File: config.mk
export PLATFORM = sky130hd
export DESIGN_NAME = seq_alu
export DESIGN_NICKNAME = d
export VERILOG_FILES = /design/src/rtl/seq_alu.sv
export SDC_FILE = /design/constraint.sdc
export NUM_CORES = 1
export LEC_CHECK = 0
export CAP_MARGIN = 15
export CORE_ASPECT_RATIO = 0.7
export CORE_MARGIN = 5
export CORE_UTILIZATION = 25
export CTS_BUF_LIST = sky130_fd_sc_hd__clkbuf_4 sky130_fd_sc_hd__clkbuf_8
export CTS_CLUSTER_DIAMETER = 60
export DETAILED_ROUTE_END_ITERATION = 8
export PLACE_DENSITY = 0.45
export SLEW_MARGIN = 20
export SYNTH_ARGS = -nofsm -noshare
export SYNTH_HDL_FRONTEND = slang
export SYNTH_SLANG_ARGS = --single-unit
File: constraint.sdc
create_clock -name clk -period 3.4 [get_ports clk]
set_input_delay 0.51 -clock clk [delete_from_list [all_inputs] [get_ports clk]]
set_output_delay 0.51 -clock clk [all_outputs]
set_load 0.05 [all_outputs]
File: src/rtl/seq_alu.sv
// seq_alu: sequential ALU with single-cycle logic/arith ops and iterative MUL/DIV/MOD
module seq_alu #(
  parameter int WIDTH = 5
) (
  input  logic             clk,
  input  logic             rst,
  input  logic             start,
  input  logic [3:0]       op,
  input  logic [WIDTH-1:0] ina,
  input  logic [WIDTH-1:0] inb,
  output logic             busy,
  output logic             done,
  output logic [WIDTH-1:0] out,
  output logic             zf
);
  localparam int CW = $clog2(WIDTH + 1);
  typedef enum logic [1:0] {IDLE, RUN, FIN} state_t;
  state_t state, nxt;
  logic [3:0] op_r;
  logic [WIDTH-1:0] ra, rb, acc, res, mul_n, rem_n, q_n;
  logic [WIDTH:0] t;
  logic [CW-1:0] cnt;
  logic accept, last, ge, cmp, iter_op;
  assign accept = state == IDLE && start;
  assign iter_op = op >= 4'd13;
  assign last = cnt == CW'(WIDTH - 1);
  assign busy = state != IDLE;
  assign done = state == FIN;
  always_ff @(posedge clk or posedge rst)
    if (rst) state <= IDLE;
    else state <= nxt;
  always_comb begin
    nxt = state;
    nxt = state == IDLE ? (start ? (iter_op ? RUN : FIN) : IDLE) :
          state == RUN  ? (last ? FIN : RUN) : IDLE;
  end
  // MUL: acc accumulates, ra multiplicand shifts left, rb multiplier shifts right
  // DIV/MOD: acc is the partial remainder, ra shifts dividend out and quotient in, rb divisor
  always_comb begin
    mul_n = acc + (rb[0] ? ra : '0);
    t = {acc, ra[WIDTH-1]};
    ge = t >= {1'b0, rb};
    rem_n = ge ? WIDTH'(t - {1'b0, rb}) : t[WIDTH-1:0];
    q_n = {ra[WIDTH-2:0], ge};
  end
  always_comb begin
    res = '0;
    cmp = 1'b0;
    case (op)
      4'd0:  res = ina & inb;
      4'd1:  res = ina | inb;
      4'd2:  res = ina ^ inb;
      4'd3:  res = ina + inb;
      4'd4:  res = ina > inb ? ina - inb : inb - ina;
      4'd5:  res = ina + WIDTH'(1);
      4'd6:  res = ina - WIDTH'(1);
      4'd7:  cmp = ina == inb;
      4'd8:  cmp = ina > inb;
      4'd9:  cmp = ina < inb;
      4'd10: res = ina;
      4'd11: res = 32'(inb) >= WIDTH ? '0 : ina << inb;
      4'd12: res = 32'(inb) >= WIDTH ? '0 : ina >> inb;
      default: res = '0;
    endcase
  end
  always_ff @(posedge clk or posedge rst)
    if (rst) begin
      op_r <= '0;
      ra <= '0;
      rb <= '0;
      acc <= '0;
      cnt <= '0;
      out <= '0;
      zf <= 1'b0;
    end else if (accept) begin
      op_r <= op;
      ra <= ina;
      rb <= inb;
      acc <= '0;
      cnt <= '0;
      if (!iter_op) begin
        out <= (op >= 4'd7 && op <= 4'd9) ? out : res;
        zf <= (op >= 4'd7 && op <= 4'd9) ? cmp : res == '0;
      end
    end else if (state == RUN) begin
      cnt <= cnt + CW'(1);
      acc <= op_r == 4'd13 ? mul_n : rem_n;
      ra <= op_r == 4'd13 ? ra << 1 : q_n;
      rb <= op_r == 4'd13 ? rb >> 1 : rb;
      // a zero divisor naturally yields all-ones quotient and remainder == dividend
      if (last) begin
        out <= op_r == 4'd13 ? mul_n : op_r == 4'd14 ? q_n : rem_n;
        zf <= op_r == 4'd13 ? mul_n == '0 : (rb == '0 || rem_n == '0);
      end
    end
endmodule

# Yosys cells after proc, flatten, opt, wreduce, memory -nomap -nowiden
# Cells that the tools add are included.
[classes] bitwise_logic=3 n_shift=2 addsub=8 muxes=36 magnitude_cmp=7 n_eq_ne=20 n_reduce_logical=16
[ops] op="two-way mux 5 bit" n=20
[ops] op="one-hot mux 5 bit (10 select lines)" n=1
[ops] op="== test 4 bit (second input constant)" n=7
[ops] op="logical NOT 5 bit" n=4
[ops] op="== test 4 x 3 -> 1 bit (second input constant)" n=4
[ops] op="subtractor 5 bit" n=3
[ops] op="adder 5 bit" n=2
[ops] op="two-way mux 2 bit" n=5
[ops] op="== test 4 x 2 -> 1 bit (second input constant)" n=2
[ops] op="nonzero test 2 bit" n=4
[ops] op="two-way mux 1 bit" n=7
[ops] op=">= comparator 6 x 5 -> 1 bit" n=1
[ops] op="two-way mux 3 bit" n=2
[ops] op="adder 5 x 1 -> 5 bit (second input constant)" n=1
[ops] op="AND 5 bit" n=1
[ops] op="== test 5 bit" n=1
[ops] op=">= comparator 5 x 3 -> 1 bit (second input constant)" n=1
[ops] op="> comparator 5 bit" n=1
[ops] op="< comparator 5 bit" n=1
[ops] op="OR 5 bit" n=1
[ops] op="left shift 5 x 5 -> 5 bit" n=1
[ops] op="right shift 5 x 5 -> 5 bit" n=1
[ops] op="subtractor 5 x 1 -> 5 bit (second input constant)" n=1
[ops] op="bitwise XOR 5 bit" n=1
[ops] op="17 further kinds" n=19
[word_totals] regBits=30 out_inout_bits=8 elab_cells=100

# Depth between registers and ports, before layout
[depth] depth_word=8 mapped_depth=15

# Least setup slack after synthesis
# No wires, ideal clock.
[synth_path] path_kind="input to register" from="input port inb[0]" to="register zf" setup_slack_ns=0.061 required_ns=3.297 path_stages=15 arrival_time_ns=3.235 path_cell_list="buf_2 buf_2 inv_1 ha_1 xnor2_1 o21ai_0 a21o_1 ha_1 a21o_1 a21oi_1 xnor2_1 mux2i_1 a222oi_1 nand3_1 o41ai_2"
[synth_between] elab_chain_len=7 word_cells_on_any_way=21 cone_classes="add/sub (3); order compare (3); eq/ne (1); shift (2); mux (8); bitwise (3); reduce/logical (1)"
[synth_rtl] item="start, declared" line_no="10" rtl="input logic [WIDTH-1:0] inb,"
[synth_rtl] item="subtractor 5 bit (tied with other cells)" line_no="54" rtl="4'd4: res = ina > inb ? ina - inb : inb - ina;"
[synth_rtl] item="two-way mux 5 bit, on equally long branches" line_no="54, 61, 62"
[synth_rtl] item="one-hot mux 5 bit (10 select lines)" line_no="49" rtl="case (op)"
[synth_rtl] item="logical NOT 5 bit" line_no="83" rtl="zf <= (op >= 4'd7 && op <= 4'd9) ? cmp : res == '0;"
[synth_rtl] item="two-way mux 1 bit (*)" line_no="83"
[synth_rtl] item="two-way mux 1 bit (*)" line_no="81" rtl="if (!iter_op) begin"
[synth_rtl] item="two-way mux 1 bit (*)" line_no="75" rtl="end else if (accept) begin"
[synth_rtl] item="end signal, assigned" line_no="93" rtl="zf <= op_r == 4'd13 ? mul_n == '0 : (rb == '0 || rem_n == '0);"
[synth_rtl] item="end, declared" line_no="14" rtl="output logic zf"
# Mark *: on every way between the ends. The rest lies on a longest branch, timed or not. The select of a mux whose other input is x is not followed.
# A chain may end at the register's enable or synchronous reset.

# Final worst setup path
[layout_path] from="input port op[2]" to="register out[4]"
[layout_between] elab_chain_len=5 word_cells_on_any_way=21 cone_classes="order compare (3); eq/ne (11); mux (4); reduce/logical (3)"
[layout_rtl] item="start, declared" line_no="8" rtl="input logic [3:0] op,"
[layout_rtl] item="== test 4 bit (tied with other cells)" line_no="49"
[layout_rtl] item="one-hot mux 5 bit (10 select lines)" line_no="49"
[layout_rtl] item="two-way mux 5 bit" line_no="82" rtl="out <= (op >= 4'd7 && op <= 4'd9) ? out : res;"
[layout_rtl] item="two-way mux 5 bit" line_no="81"
[layout_rtl] item="two-way mux 5 bit" line_no="75"
[layout_rtl] item="end signal, assigned" line_no="82"
[layout_rtl] item="end signal, assigned" line_no="92" rtl="out <= op_r == 4'd13 ? mul_n : op_r == 4'd14 ? q_n : rem_n;"
[layout_rtl] item="end, declared" line_no="13" rtl="output logic [WIDTH-1:0] out,"
# Several ways; a longest one is shown, not always the timed one. The select of a mux whose other input is x is not followed.

==> results.cfg <==
[outcome]
outcome = finished clean

[synthesis]
synth_ff_type = dfrtp_1
synth_most_common_cell = nand2_1
syn_area_per_cell_um2 = 8.134
yosysTopAreaCell = dfrtp_1
synth.top_cell.area_share = 0.2112
synth_cell_types = 70
ys_warn_count = 0
synth_area_leaders = dfrtp_1 21%, ha_1 13%, mux2i_1 6.5%, nand2_1 4.0%, o21ai_0 3.8%
synthArstFlopShare = 1.000
ys_seq_area_frac = 0.2112
syn_nets = 496
synth_area_um2 = 3555
syn_inst = 437
synth-edff-count = 0
synth_commonest_cells = 38 x nand2_1, 37 x ha_1, 35 x inv_1, 31 x nor2_1, 30 x dfrtp_1
ys_ff_latch = 30

[worst_setup_path]
crit_path_end = out[4]
path_max_fanout = 5
reg2reg_from = ra[4]
timing.critical_path.mode_cell = a21o_1
crit_start = op[2]
crit_required_ns = 3.59
rrSetupSlack_ns = 0.57
crit_chain = clkdlybuf4s50_1 -> nor2b_2 -> buf_4 -> a21oi_1 -> a21o_1 -> ha_1 -> a21o_1 -> a21oi_1 -> buf_4 -> xnor2_1 -> mux2i_1 -> a222oi_1 -> nand3_1 -> a21o_1
cp_slowest_cell = clkdlybuf4s50_1
reg2reg_to = zf
max_stage_delay_ns = 0.53
crit_path_start_kind = input port
reg2regPathDepth = 11
endpoint_kind = register
path_class = in -> reg
worstPathArrival_ns = 3.42

[floorplanning]
die_area_um2 = 16740
die_w_um = 152.5
chipHeight_um = 109.8
num_rows = 36
coreArea_um2 = 13920
initial_core_util = 0.2554
ios = 25

[timing]
skew_ns = 0.009202
max_freq_mhz = 308.9
setup_viol = 0
slew_viol_final = 0
post-route-min-period_ns = 3.237
relSlewSlack = 0.5265
worst_pin_slew_ns = 0.7060
rsz0062_at_grt = no
fin_crit_sh = 0.9521
hold_viol = 0

[power_and_ir_drop]
power_w = 0.002845
cellPowerDensity_nw_per_um2 = 627.0
worst_ir_drop_vdd_mv = 0.2381
p_leak_nw = 2.115

[finish]
area_delta_synth_final_pct = 27.63
antenna_cells = 0
final_util = 0.3260
drive_gt1_frac = 0.1583
nets = 557

[placed_design]
port_buffers = 24
hpwl_mm = 9.507
place_congestion = 0.8851

[grt]
grt_pass1_wl_mm = 18.82
use_met2 = 0.1920
gr-usage-met1 = 0.2350
first_global_vias = 3302
grt_remaining_overflow = 0
grt-busiest-layer = met1
antenna_found_initial = 0
grt_max_degree = 31
met3_usage = 0.02557
grtUsageTotal = 0.1417

[detailed_routing]
drc_errors = 0
ant_nets = 0
wire_per_inst_um = 16.99
drt-initial-drc-count = 301
via_per_inst = 5.094
firstDrtPassIters = 5
finalWirelength_mm = 11.71
vias = 3510

[clock_tree]
cts_tree = done
clock_latency_ns = 0.29
cts_hold_buf = 0
cts_root_buf = clkbuf_8
cts_buffer_depth = 2
htreeDepth = 2
clock_sinks = 30
clk_pin_slew_ns = 0.07
numCtsBuffers = 5

[hold_path]
hold_start = out[1]
hold_class = reg -> reg

[flow_run]
max_cap_violations = 0
layout by cell type, fill, tap and decap left out, drive strengths merged, types with 4 or more instances in the layout:
cell and n:
dfrtp 30, inv 36, fa 5, xnor2 10, nor3 12, nand2b 6
a211oi 7, nand3 13, nor2 31, xor2 6, nor3b 4, a21o 9
clkbuf 6, and2 10, dlymetal6s2s 5, o211ai 4, o21ai 28, nor2b 5
a21oi 26, ha 37, buf 53, clkdlybuf4s50 19, o31ai 6, nand2 38
mux2i 23
final cells by class:
type | instances | area, µm²
timing repair buffer | 77 | 658.1
tap | 190 | 237.7
multi-input combinational | 348 | 2613
clock buffer | 6 | 82.58
inverter | 36 | 135.1
clock inverter | 2 | 60.06
fill | 1488 | 9382
sequential | 30 | 750.7
through the flow:
stage / TNS (ns) / hold slack, ns / cell area [µm²] / cells / setup slack (ns)
final: 0 / 0.5303 / 4537 / 689 / 0.1630
after global routing: 0 / 0.5614 / 4537 / 689 / 0.02823
after CTS: 0 / 0.5311 / 4467 / 688 / 0.02383
after detailed placement: -0.9063 / 0.5101 / 4319 / 680 / -0.3146
after global placement: -0.7231 / 0.5044 / 4319 / 680 / -0.2527
after floorplan: 0 / 0.4737 / 3555 / 437 / 0.06102
state kept, by name (all words and copies together), names as in the netlist:
register and flops:
ra 5, zf 1, state 2, acc 5, out 5, cnt 3
op_r 4, rb 5
critical path: cells and delay by family:
| family | cells | cell delay, ns |
|---|---|---|
| AOI/OAI and AO/OA | 6 | 1.13 |
| xor gates and xnor gates | 1 | 0.13 |
| adders and majority gates | 1 | 0.29 |
| buffers and inverters | 3 | 0.85 |
| muxes | 1 | 0.11 |
| and+or+nand+nor | 2 | 0.41 |
how the worst min path moves through the flow:
stage,slack [ns],to,cells past startpoint
4_1_cts,0.53,op_r[0],2
5_1_grt,0.56,op_r[0],2
2_1_floorplan,0.47,op_r[0],2
3_5_place_dp,0.51,op_r[0],2
3_3_place_gp,0.50,op_r[1],2
6_report,0.53,out[1],2
logic make-up (layout without fill, tap and decap cells):
group           Yosys count  count (layout)  share of synthesized area
simple gates            140             140                     0.1992
buf+inv                  59             121                    0.06723
flops                    30              30                     0.2112
fa+ha+maj                42              42                     0.1584
compound gates          125             125                     0.2503
xor+xnor                 17              17                    0.04576
mux                      24              24                    0.06793
where the power goes:
group          total [W]  leakage, nW  internal [W]  switching [W]
clock network   0.000462       0.0714      0.000313       0.000149
logic            0.00172         1.67      0.000717        0.00101
registers       0.000659        0.373      0.000509       0.000150
metal layers:
metal	wire, µm	vias to the layer above
li1	-	1703
met1	6613	1710
met2	4437	94
met3	641	3
met4	14	0
met5	0	-
what timing repair did:
item                                    CTS  global route
hold endpoints to repair                  0             0
buffers inserted                          0             1
endpoints found under the setup margin    1             4
gates resized for setup                   1            17
pin swaps                                 0             8
Note: power is estimated with default switching activity, not from simulation.
